## config.mk

```make
export PLATFORM = sky130hd
export DESIGN_NAME = decoder1_wrapper_flat
export DESIGN_NICKNAME = d
export VERILOG_FILES = /design/src/rtl/decoder1_wrapper_if.sv /design/src/rtl/decoder1_wrapper.sv /design/src/flat_wrapper.sv
export SDC_FILE = /design/constraint.sdc
export NUM_CORES = 1
export LEC_CHECK = 0
export ABC_AREA = 1
export CORE_MARGIN = 2
export CORE_UTILIZATION = 40
export DETAILED_ROUTE_END_ITERATION = 12
export PLACE_DENSITY = 0.83
export SLEW_MARGIN = 20
export SYNTH_ARGS = -nofsm -noshare
export SYNTH_HDL_FRONTEND = slang
export SYNTH_SLANG_ARGS = --single-unit
```

## constraint.sdc

```tcl
create_clock -name CLK -period 1.2 [get_ports CLK]
set_input_delay 0.12 -clock CLK [delete_from_list [all_inputs] [get_ports CLK]]
set_output_delay 0.12 -clock CLK [all_outputs]
set_load 0.1 [all_outputs]
```

## src/rtl/decoder1_wrapper_if.sv

```systemverilog
// rtl/decoder1_wrapper_if.sv - input, S and two data-branch handshake channels of the tree decoder
interface decoder1_wrapper_if #(
    parameter int WIDTH = 9
);
    logic [WIDTH-1:0] in_data;
    logic             in_valid;
    logic             in_ready;
    logic [WIDTH-1:0] out0_data;
    logic             out0_valid;
    logic             out0_ready;
    logic [WIDTH-1:0] out1_data;
    logic             out1_valid;
    logic             out1_ready;
    logic             s_data;
    logic             s_valid;
    logic             s_ready;

    modport slave (
        input  in_data, in_valid, out0_ready, out1_ready, s_ready,
        output in_ready, out0_data, out0_valid, out1_data, out1_valid, s_data, s_valid
    );

    modport master (
        output in_data, in_valid, out0_ready, out1_ready, s_ready,
        input  in_ready, out0_data, out0_valid, out1_data, out1_valid, s_data, s_valid
    );
endinterface

```

## src/rtl/decoder1_wrapper.sv

```systemverilog
// rtl/decoder1_wrapper.sv - NoC tree node decoder: emits route select S and steers the packet to branch 0 or 1
module decoder1_wrapper #(
    parameter int              WIDTH  = 9,
    parameter int              ADDR_W = 4,
    parameter logic [ADDR_W-1:0] MASK = 4'b1000,
    parameter bit              LEAF   = 1'b0
) (
    input  logic                 CLK,
    input  logic                 _RESET,
    decoder1_wrapper_if.slave    bus
);
    typedef enum logic [1:0] {IDLE, BOTH_PEND, S_PEND, D_PEND} state_t;

    state_t state;
    logic   started;
    logic   sel;
    logic   d_valid;
    logic   d_ready;
    logic   s_done;
    logic   d_done;
    logic   accept;

    assign sel     = (|(bus.in_data[ADDR_W-1:0] & MASK)) ^ LEAF;
    assign d_valid = bus.out0_valid | bus.out1_valid;
    // Only the branch holding the data token is listened to.
    assign d_ready = bus.out1_valid ? bus.out1_ready : bus.out0_ready;
    assign s_done  = bus.s_valid & bus.s_ready;
    assign d_done  = d_valid & d_ready;

    // Ready when neither token will still be outstanding after this edge;
    // started holds it low until the first edge after reset release.
    assign bus.in_ready = started && !(bus.s_valid && !bus.s_ready) && !(d_valid && !d_ready);
    assign accept       = bus.in_valid && bus.in_ready;

    always_ff @(posedge CLK or negedge _RESET) begin
        if (!_RESET) begin
            state          <= IDLE;
            started        <= 1'b0;
            bus.s_valid    <= 1'b0;
            bus.s_data     <= 1'b0;
            bus.out0_valid <= 1'b0;
            bus.out0_data  <= '0;
            bus.out1_valid <= 1'b0;
            bus.out1_data  <= '0;
        end else begin
            started <= 1'b1;
            if (accept) begin
                state          <= BOTH_PEND;
                bus.s_valid    <= 1'b1;
                bus.s_data     <= sel;
                bus.out0_valid <= !sel;
                bus.out1_valid <= sel;
                if (sel) bus.out1_data <= bus.in_data;
                else     bus.out0_data <= bus.in_data;
            end else begin
                case (state)
                    BOTH_PEND: begin
                        if (s_done && d_done) begin
                            state          <= IDLE;
                            bus.s_valid    <= 1'b0;
                            bus.out0_valid <= 1'b0;
                            bus.out1_valid <= 1'b0;
                        end else if (s_done) begin
                            state       <= D_PEND;
                            bus.s_valid <= 1'b0;
                        end else if (d_done) begin
                            state          <= S_PEND;
                            bus.out0_valid <= 1'b0;
                            bus.out1_valid <= 1'b0;
                        end
                    end
                    S_PEND: begin
                        if (s_done) begin
                            state       <= IDLE;
                            bus.s_valid <= 1'b0;
                        end
                    end
                    D_PEND: begin
                        if (d_done) begin
                            state          <= IDLE;
                            bus.out0_valid <= 1'b0;
                            bus.out1_valid <= 1'b0;
                        end
                    end
                    default: state <= IDLE;
                endcase
            end
        end
    end
endmodule

```

## src/flat_wrapper.sv

```systemverilog
// flat-port wrapper written by rule: the top's interface ports become plain ports
module decoder1_wrapper_flat 
#(
    parameter int              WIDTH  = 9,
    parameter int              ADDR_W = 4,
    parameter logic [ADDR_W-1:0] MASK = 4'b1000,
    parameter bit              LEAF   = 1'b0
)
  (CLK, _RESET, bus_in_data, bus_in_valid, bus_out0_ready, bus_out1_ready, bus_s_ready, bus_in_ready, bus_out0_data, bus_out0_valid, bus_out1_data, bus_out1_valid, bus_s_data, bus_s_valid);
  decoder1_wrapper_if #(.WIDTH(WIDTH)) bus_i ();
  input  logic CLK;
  input  logic _RESET;
  input wire logic [$bits(bus_i.in_data)-1:0] bus_in_data;
  input wire logic [$bits(bus_i.in_valid)-1:0] bus_in_valid;
  input wire logic [$bits(bus_i.out0_ready)-1:0] bus_out0_ready;
  input wire logic [$bits(bus_i.out1_ready)-1:0] bus_out1_ready;
  input wire logic [$bits(bus_i.s_ready)-1:0] bus_s_ready;
  output wire logic [$bits(bus_i.in_ready)-1:0] bus_in_ready;
  output wire logic [$bits(bus_i.out0_data)-1:0] bus_out0_data;
  output wire logic [$bits(bus_i.out0_valid)-1:0] bus_out0_valid;
  output wire logic [$bits(bus_i.out1_data)-1:0] bus_out1_data;
  output wire logic [$bits(bus_i.out1_valid)-1:0] bus_out1_valid;
  output wire logic [$bits(bus_i.s_data)-1:0] bus_s_data;
  output wire logic [$bits(bus_i.s_valid)-1:0] bus_s_valid;
  assign bus_i.in_data = bus_in_data;
  assign bus_i.in_valid = bus_in_valid;
  assign bus_i.out0_ready = bus_out0_ready;
  assign bus_i.out1_ready = bus_out1_ready;
  assign bus_i.s_ready = bus_s_ready;
  assign bus_in_ready = bus_i.in_ready;
  assign bus_out0_data = bus_i.out0_data;
  assign bus_out0_valid = bus_i.out0_valid;
  assign bus_out1_data = bus_i.out1_data;
  assign bus_out1_valid = bus_i.out1_valid;
  assign bus_s_data = bus_i.s_data;
  assign bus_s_valid = bus_i.s_valid;
  decoder1_wrapper #(.WIDTH(WIDTH), .ADDR_W(ADDR_W), .MASK(MASK), .LEAF(LEAF)) u_core (.CLK(CLK), ._RESET(_RESET), .bus(bus_i));
endmodule
```

* Word-level counts from Yosys, hierarchy flattened
Cells that the tools add are included.
Word-level totals: flip-flop bits (word level) 24, output and inout bits 23, word-level logic and storage cells 58
Operators by class: reduce and logical (&&, ||, !) cells 17, muxes and demuxes 22, bitwise gates (word level) 4, equality and inequality tests 7
Operators with widths (number):
- 2-to-1 mux 1 bit | 12
- 2-to-1 mux 2 bit | 6
- logical AND 1 bit | 6
- != test 3 x 1 -> 1 bit (second input constant) | 2
- case mux 1 bit (2 select lines) | 3
- case mux 2 bit (3 select lines) | 1
- AND reduction 2 bit | 3
- nonzero test 3 bit | 2
- zero test 1 bit | 5
- != test 5 x 1 -> 1 bit (second input constant) | 1
- equality test 2 bit (second input constant) | 2
- != test 4 bit (second input constant) | 1
- AND reduction 3 bit | 1
- AND 1 bit | 2
- equality test 2 x 1 -> 1 bit (second input constant) | 1
- NOT 1 bit | 1
- bitwise OR 1 bit | 1

* Depth between registers and ports, before layout
Gate-level depths: netlist of run 1.
depth after elaboration 8, gate-level depth with buffers 9, mapped depth without buffers 9

* Worst setup path after synthesis of run 1
OpenSTA, ideal clock, no wires.
kind reg2reg, start point register u_core.bus.out1_valid, end point register u_core.bus.out1_valid, setup slack -1.376 ns, library setup time 0.124 ns, path buffers 0, cell stages (with the launch flop) 8, period minus slack after synthesis 2.576 ns, data arrival time 2.452 ns, cells stage by stage dfrtp_1 -> nand2_1 -> nand3_4 -> nand2_1 -> inv_1 -> nand2_1 -> nand3_1 -> nand2_1
Between the ends: word-level cells in the longest chain between the ends 8
Ends and longest elaborated chain:
- from (decl) | RTL line decoder1_wrapper_if.sv:20 | output in_ready, out0_data, out0_valid, out1_data, out1_valid, s_data, s_valid
- from (signal assigned) | RTL line decoder1_wrapper.sv:52 | bus.out1_valid <= sel;
- 2-to-1 mux 1 bit | RTL line decoder1_wrapper.sv:26 | assign d_ready = bus.out1_valid ? bus.out1_ready : bus.out0_ready;
- zero test 1 bit | RTL line decoder1_wrapper.sv:32 | assign bus.in_ready = started && !(bus.s_valid && !bus.s_ready) && !(d_valid && !d_ready);
- logical AND 1 bit * | RTL line decoder1_wrapper.sv:32
- zero test 1 bit * | RTL line decoder1_wrapper.sv:32
- logical AND 1 bit * | RTL line decoder1_wrapper.sv:32
- named net bus_in_ready | RTL line flat_wrapper.sv:18 | output wire logic [$bits(bus_i.in_ready)-1:0] bus_in_ready;
- logical AND 1 bit * | RTL line decoder1_wrapper.sv:33 | assign accept = bus.in_valid && bus.in_ready;
- != test 4 bit (no source line) / nonzero test 3 bit (equally long branches)
- AND reduction 2 bit (no source line)
Mark *: on every way through the listed nets, which the timed path passes. The rest lies on a longest branch. The select of a mux whose other input is x is not followed. A chain may end at the register's enable or synchronous reset.

* Final worst setup path of run 1
start point register u_core.bus.out1_valid, end point output port bus_in_ready
Between the ends: word-level cells in the longest chain between the ends 5
Ends and longest elaborated chain (RTL line):
- 2-to-1 mux 1 bit | decoder1_wrapper.sv:26
- zero test 1 bit | decoder1_wrapper.sv:32
- logical AND 1 bit * | decoder1_wrapper.sv:32
- zero test 1 bit * | decoder1_wrapper.sv:32
- logical AND 1 bit * | decoder1_wrapper.sv:32
- to (decl) | flat_wrapper.sv:18
Every way passes the cells marked *; elsewhere a longest branch is shown, timed or not.

==> results of run 1 <==
==> layout make-up <==
cell class / count / area (µm²)
Clock buffer: 4 / 36.3
Timing Repair Buffer: 54 / 795
Multi-Input combinational cell: 74 / 554
Fill cell: 178 / 653
Tap cell: 31 / 38.8
Sequential cell: 24 / 609
Inverter: 18 / 71.3
==> layout by cell type (no fill, tap or decap) <==
cell type | netlist | routed
nand2_1 | 40 | 25
buf_12 | 0 | 24
dfrtp_1 | 24 | 21
inv_1 | 18 | 16
o21ai_2 | 15 | 16
clkdlybuf4s50_1 | 0 | 14
buf_4 | 1 | 9
nand2_2 | 0 | 8
nand2_4 | 0 | 6
buf_6 | 2 | 5
ha_1 | 3 | 3
clkbuf_4 | 0 | 3
nand4_4 | 2 | 2
conb_1 | 2 | 2
clkbuf_16 | 0 | 2
dfrtp_4 | 0 | 2
or2_4 | 1 | 1
nand3_4 | 1 | 1
a21boi_4 | 1 | 1
clkinvlp_4 | 0 | 1
o211ai_1 | 1 | 1
nand3_1 | 2 | 1
o21ai_0 | 3 | 1
nand2_8 | 0 | 1
a21oi_1 | 2 | 1
inv_2 | 0 | 1
a21oi_2 | 0 | 1
nand3_2 | 0 | 1
nor2_1 | 1 | 1
o21ai_1 | 0 | 1
clkbuf_8 | 0 | 1
dfrtp_2 | 0 | 1
==> path summary, 6_finish.rpt <==
| check | to | slack, ns | cells past startpoint |
|---|---|---|---|
| max reg2reg | u_core.bus.out1_data[5]$_DFFE_PN0P_ | -0.45 | 7 |
| min reg2reg | u_core.bus.out1_data[3]$_DFFE_PN0P_ | 0.55 | 2 |
| min in group CLK | u_core.bus.out0_data[0]$_DFFE_PN0P_ | 0.37 | 3 |
| min | u_core.bus.out0_data[6]$_DFFE_PN0P_ | 0.16 | 2 |
| max in group asynchronous | u_core.bus.out1_valid$_DFFE_PN0P_ | 0.78 | 2 |
| max | bus_in_ready | -0.46 | 5 |
==> timing repair <==
item | CTS | global route
endpoints found under the setup margin | 27 | 27
gates cloned | 0 | 3
pin swaps | 4 | 6
buffers inserted | 5 | 4
resized for setup | 12 | 13
==> registers in the layout, summed over array words and instances, names as in the netlist <==
register and count:
u_core.bus.out1_data 9, u_core.bus.out0_data 8, u_core.state 2, u_core.bus.out0_valid 1, u_core.bus.out1_valid 1, u_core.bus.s_data 1, u_core.bus.s_valid 1, u_core.started 1
==> metrics by stage <==
stage / util (%) / std cells / setup slack, ns / instance area, µm²
floorplan: - / 119 / -0.703 / 1190
global placement: 68.0 / 192 / -0.241 / 1880
detailed placement: 68.0 / 192 / -0.288 / 1880
CTS: 72.1 / 201 / -0.455 / 1990
global route: 76.3 / 205 / -0.522 / 2100
finish: 76.3 / 205 / -0.461 / 2100
==> synth_stat cells, drive strengths merged <==
library cell and number:
nand2 40, a21boi 1, a21oi 2, o211ai 1, nor2 1, conb 2
nand3 3, o21ai 18, or2 1, nand4 2, buf 3, inv 18
dfrtp 24, ha 3
==> cell families after synthesis <==
family | count (synthesis)
and+or+nand+nor | 47
adders and majority gates | 3
buffers and inverters | 21
AOI/OAI and AO/OA | 22
other | 2
DFF | 24
==> layer usage <==
| layer | vias to the layer above | wire, µm |
|---|---|---|
| met2 | 44 | 1760 |
| met1 | 469 | 1180 |
| met3 | 6 | 209 |
| met4 | 0 | 67 |
| li1 | 480 | - |
| met5 | - | 0 |
==> impl_metrics.yaml, run 1 <==
outcome:
  status: "finished with violations"
  violations: "negative setup slack"
detailed_routing:
  avgRoutedWirePerCell_um: 15.7
  vias: 999
  vias_per_cell: 4.87
  ant_nets: 0
  drt_iter0_markers: 21
  dr.pass1.iters: 4
  routed_wl_um: 3220
  drc: 0
placement:
  hpwl_um: 1990
  port_buffers: 36
  gp_congestion: 0.847
final_layout:
  nNetsFinal: 193
  area.growth.synth_to_final_pct: 81.6
  diodes: 0
  layout-drive-gt1-share_pct: 50.0
synthesis:
  synth_compound_area_share_pct: 15.8
  synth-simple-area-share_pct: 20.1
  synth_xor_xnor_area_share_pct: 0
  ys_ff_latch: 24
  synth_top_area_share_pct: 51.8
  synthCells: 119
  synth_area_leader_cell: "dfrtp_1"
  synth_top_family_by_area: "simple AND/OR/NAND/NOR gates"
  synth_cell_type_count: 17
  synth.area.mux_share_pct: 0
  synth.area.top_cells: "dfrtp_1, nand2_1, o21ai_2"
  avgSynthCellArea_um2: 9.74
  synthAdderAreaFrac_pct: 3.24
  synth_nets: 137
  syn_area_mm2: 0.00116
  synth_warnings: 0
  ys_seq_area_share_pct: 51.8
global_route:
  grt_util_all_layers_pct: 18.4
  grt_pass1_wl_um: 4710
  use_met3_pct: 4.91
  grtUsageMet1_pct: 22.4
  grt_max_degree: 25
  antenna_found_initial: 0
  first_global_vias: 1037
  busiest_layer: "met2"
  grtUsageMet2_pct: 31.8
  gr-total-overflow: 0
clock_network:
  ctsHtreeMaxLevel: 1
  clkSinkCount: 24
  clk_pin_slew_ns: 0.12
  cts_max_path_buffers: 2
  cts_hold_buf: 0
  cts_tree: "done"
  cts-root-buf: "clkbuf_4"
  clkLatencyLatePin_ns: 0.31
  numCtsBuffers: 3
critical_path:
  r2r_start: "u_core.bus.out1_valid$_DFFE_PN0P_"
  worstSetupEndpointType: "primary output"
  arrival_ns: 1.54
  critical_path.max_fanout: 4
  crit_buf_inv: 2
  crit_family: "flip-flops"
  worstSetupStartpoint: "u_core.bus.out1_valid$_DFFE_PN0P_"
  worst-setup-path-type: "flip-flop to primary output"
  worstPathCellList: "or2_4 > nand3_4 > nand2_4 > clkinvlp_4 > buf_12"
  cp_slowest_cell: "dfrtp_4"
  crit_path_start_kind: "flip-flop"
  critical_path.max_stage_delay_ns: 0.52
  required_ns: 1.08
timing:
  finalMaxSlewViolations: 0
  hold_ws_ns: 0.160
  final.setup.tns_ns: -8.28
  setup_viol: 26
  fin_crit_ns: 1.66
  post-route-period-util_pct: 138
  fmax_mhz: 602
  setup_ws_ns: -0.461
  rsz0062_at_grt: "yes"
  hold_viol: 0
  fin_worst_skew_ns: 0.00124
floorplan:
  die_w_um: 57.8
  die_h_um: 57.8
  core_mm2: 0.00276
  initial_core_util_pct: 42.0
  pin_count: 38
  rows: 19
  die-area_mm2: 0.00334
job:
  drv_cap: 0
worst_hold_path:
  hp-class: "input pin to asynchronous set/reset pin"
Power of run 1 is not shown: default switching activity piles up to over one toggle a cycle in this logic, so the estimate is an artifact.
==> run 2, diff against run 1 <==
--- a/config.mk
+++ b/config.mk
@@ -8,6 +8,7 @@
 export ABC_AREA = 1
 export CORE_MARGIN = 2
 export CORE_UTILIZATION = 40
+export CTS_BUF_LIST = sky130_fd_sc_hd__clkbuf_16
 export DETAILED_ROUTE_END_ITERATION = 12
 export PLACE_DENSITY = 0.83
 export SLEW_MARGIN = 20
==> run 2 against run 1 <==
Die area is the same. Final cell count shrank 1.5%. Via count shrank 1.7%. The run still ends with negative setup slack left. Count of clock-buffer cells in the layout shrank 1. Core utilization shrank 0.91 points. Sequential share of layout area grew 0.35 points.
==> impl_metrics.yaml, run 2 (same netlist as run 1, synthesis figures left out) <==
critical_path:
  worstSetupEndpointType: "primary output"
  required_ns: 1.08
  crit_path_start_kind: "flip-flop"
  critical_path.max_fanout: 4
  arrival_ns: 1.46
  worst-setup-path-type: "flip-flop to primary output"
timing:
  hold_viol: 0
  post-route-period-util_pct: 132
  setup_ws_ns: -0.382
  setup_viol: 25
  rsz0062_at_grt: "yes"
  finalMaxSlewViolations: 0
  fin_crit_ns: 1.58
  fmax_mhz: 632
  fin_worst_skew_ns: 0.00242
placement:
  gp_congestion: 0.847
  port_buffers: 36
  place_ws_ns: -0.288
  hpwl_um: 1990
detailed_routing:
  vias_per_cell: 4.86
  ant_nets: 0
  avgRoutedWirePerCell_um: 14.9
  vias: 982
  drc: 0
  routed_wl_um: 3000
  dr.pass1.iters: 4
  drt_iter0_markers: 26
worst_hold_path:
  hp-class: "input pin to asynchronous set/reset pin"
global_route:
  grt_pass1_wl_um: 4820
  use_met3_pct: 5.80
  grt_util_all_layers_pct: 18.7
  busiest_layer: "met2"
  gr-total-overflow: 0
  grtUsageMet2_pct: 32.5
  grtUsageMet1_pct: 21.9
  antenna_found_initial: 0
  first_global_vias: 1077
  grt_max_degree: 25
clock_network:
  clkLatencyLatePin_ns: 0.25
  cts_hold_buf: 0
  numCtsBuffers: 3
  cts-root-buf: "clkbuf_16"
  cts_max_path_buffers: 2
  clkSinkCount: 24
  clk_pin_slew_ns: 0.06
  ctsHtreeMaxLevel: 1
  cts_tree: "done"
outcome:
  violations: "negative setup slack"
  status: "finished with violations"
final_layout:
  final_common_cell: "buf_12"
  nNetsFinal: 190
  diodes: 0
  reg_top3: "u_core.bus.out1_data: 9 flops, u_core.bus.out0_data: 8 flops, u_core.state: 2 flops"
  regMostFlops: "u_core.bus.out1_data"
  multiInputGateArea_um2: 556
  seqCellArea_um2: 609
  area.growth.synth_to_final_pct: 79.5
  layout-drive-gt1-share_pct: 49.1
  largest_reg_flops: 9
  nFillCells: 182
  layout_common_cells: "buf_12, nand2_1, dfrtp_1"
floorplan:
  die-area_mm2: 0.00334
  pin_count: 38
  die_w_um: 57.8
  rows: 19
  core_mm2: 0.00276
  die_h_um: 57.8
  initial_core_util_pct: 42.0
job:
  drv_cap: 0
## run 2: cell count changes in the layout (fill, tap and decap cells not counted)
cell       delta
o21ai_2       -1
buf_6         -3
o21ai_1       +1
clkbuf_8      -1
clkbuf_4      -3
clkinv_1      +1
buf_4         +2
nand2_1       -2
nand2_2       +2
clkbuf_16     +1
## run 2: final timing paths
check                                                       start                             endpoint  slack, ns  depth (start not counted)
worst max-delay path            u_core.bus.out1_valid$_DFFE_PN0P_                         bus_in_ready      -0.38                          5
worst min-delay path                                       _RESET  u_core.bus.out0_data[0]$_DFFE_PN0P_       0.24                          2
worst max register to register  u_core.bus.out1_valid$_DFFE_PN0P_          u_core.state[0]$_DFFE_PN0P_      -0.35                          9
worst min register to register      u_core.bus.s_data$_DFFE_PN0P_        u_core.bus.s_data$_DFFE_PN0P_       0.54                          2
max in group asynchronous                                  _RESET    u_core.bus.out1_valid$_DFFE_PN0P_       0.70                          2
min in group CLK                                   bus_in_data[0]  u_core.bus.out0_data[0]$_DFFE_PN0P_       0.44                          3
## run 2: worst max-delay path, cell delays in order, from the launching register on
cell        delay (ns)
dfrtp_4           0.50
or2_4             0.28
nand3_4           0.08
nand2_4           0.05
clkinvlp_4        0.11
buf_12            0.18
## run 2: stage by stage
stage	utilization (%)	std cells	setup TNS, ns	cell area [µm²]	hold WS, ns
final	75.4	202	-7.18	2080	0.235
after global routing	75.4	202	-8.47	2080	0.271
after CTS	73.0	200	-6.36	2010	0.244
after detailed placement	68.0	192	-6.19	1880	0.514
after global placement	68.0	192	-5.23	1880	0.489
after floorplan	-	119	-9.60	1190	-0.176
## run 2: routing by layer
layer | vias to the layer above | wire length (µm)
met5 | - | 0
met4 | 0 | 51
met3 | 6 | 191
met2 | 40 | 1670
met1 | 462 | 1090
li1 | 474 | -
## run 2: final cells by class
type | instances | share of cell area [%]
Multi-Input combinational cell | 74 | 26.7
Clock buffer | 3 | 3.61
Clock inverter | 1 | 0.181
Sequential cell | 24 | 29.3
Inverter | 18 | 3.43
Tap cell | 31 | 1.87
Timing Repair Buffer | 51 | 34.9
## run 2: timing repair
action                                  in CTS  in global routing
endpoints found under the setup margin      24                 25
cloned                                       0                  0
pin swaps                                    5                  8
resized for setup                           10                 13
setup buffers                                4                  2
Power of run 2 is left out for the same reason.
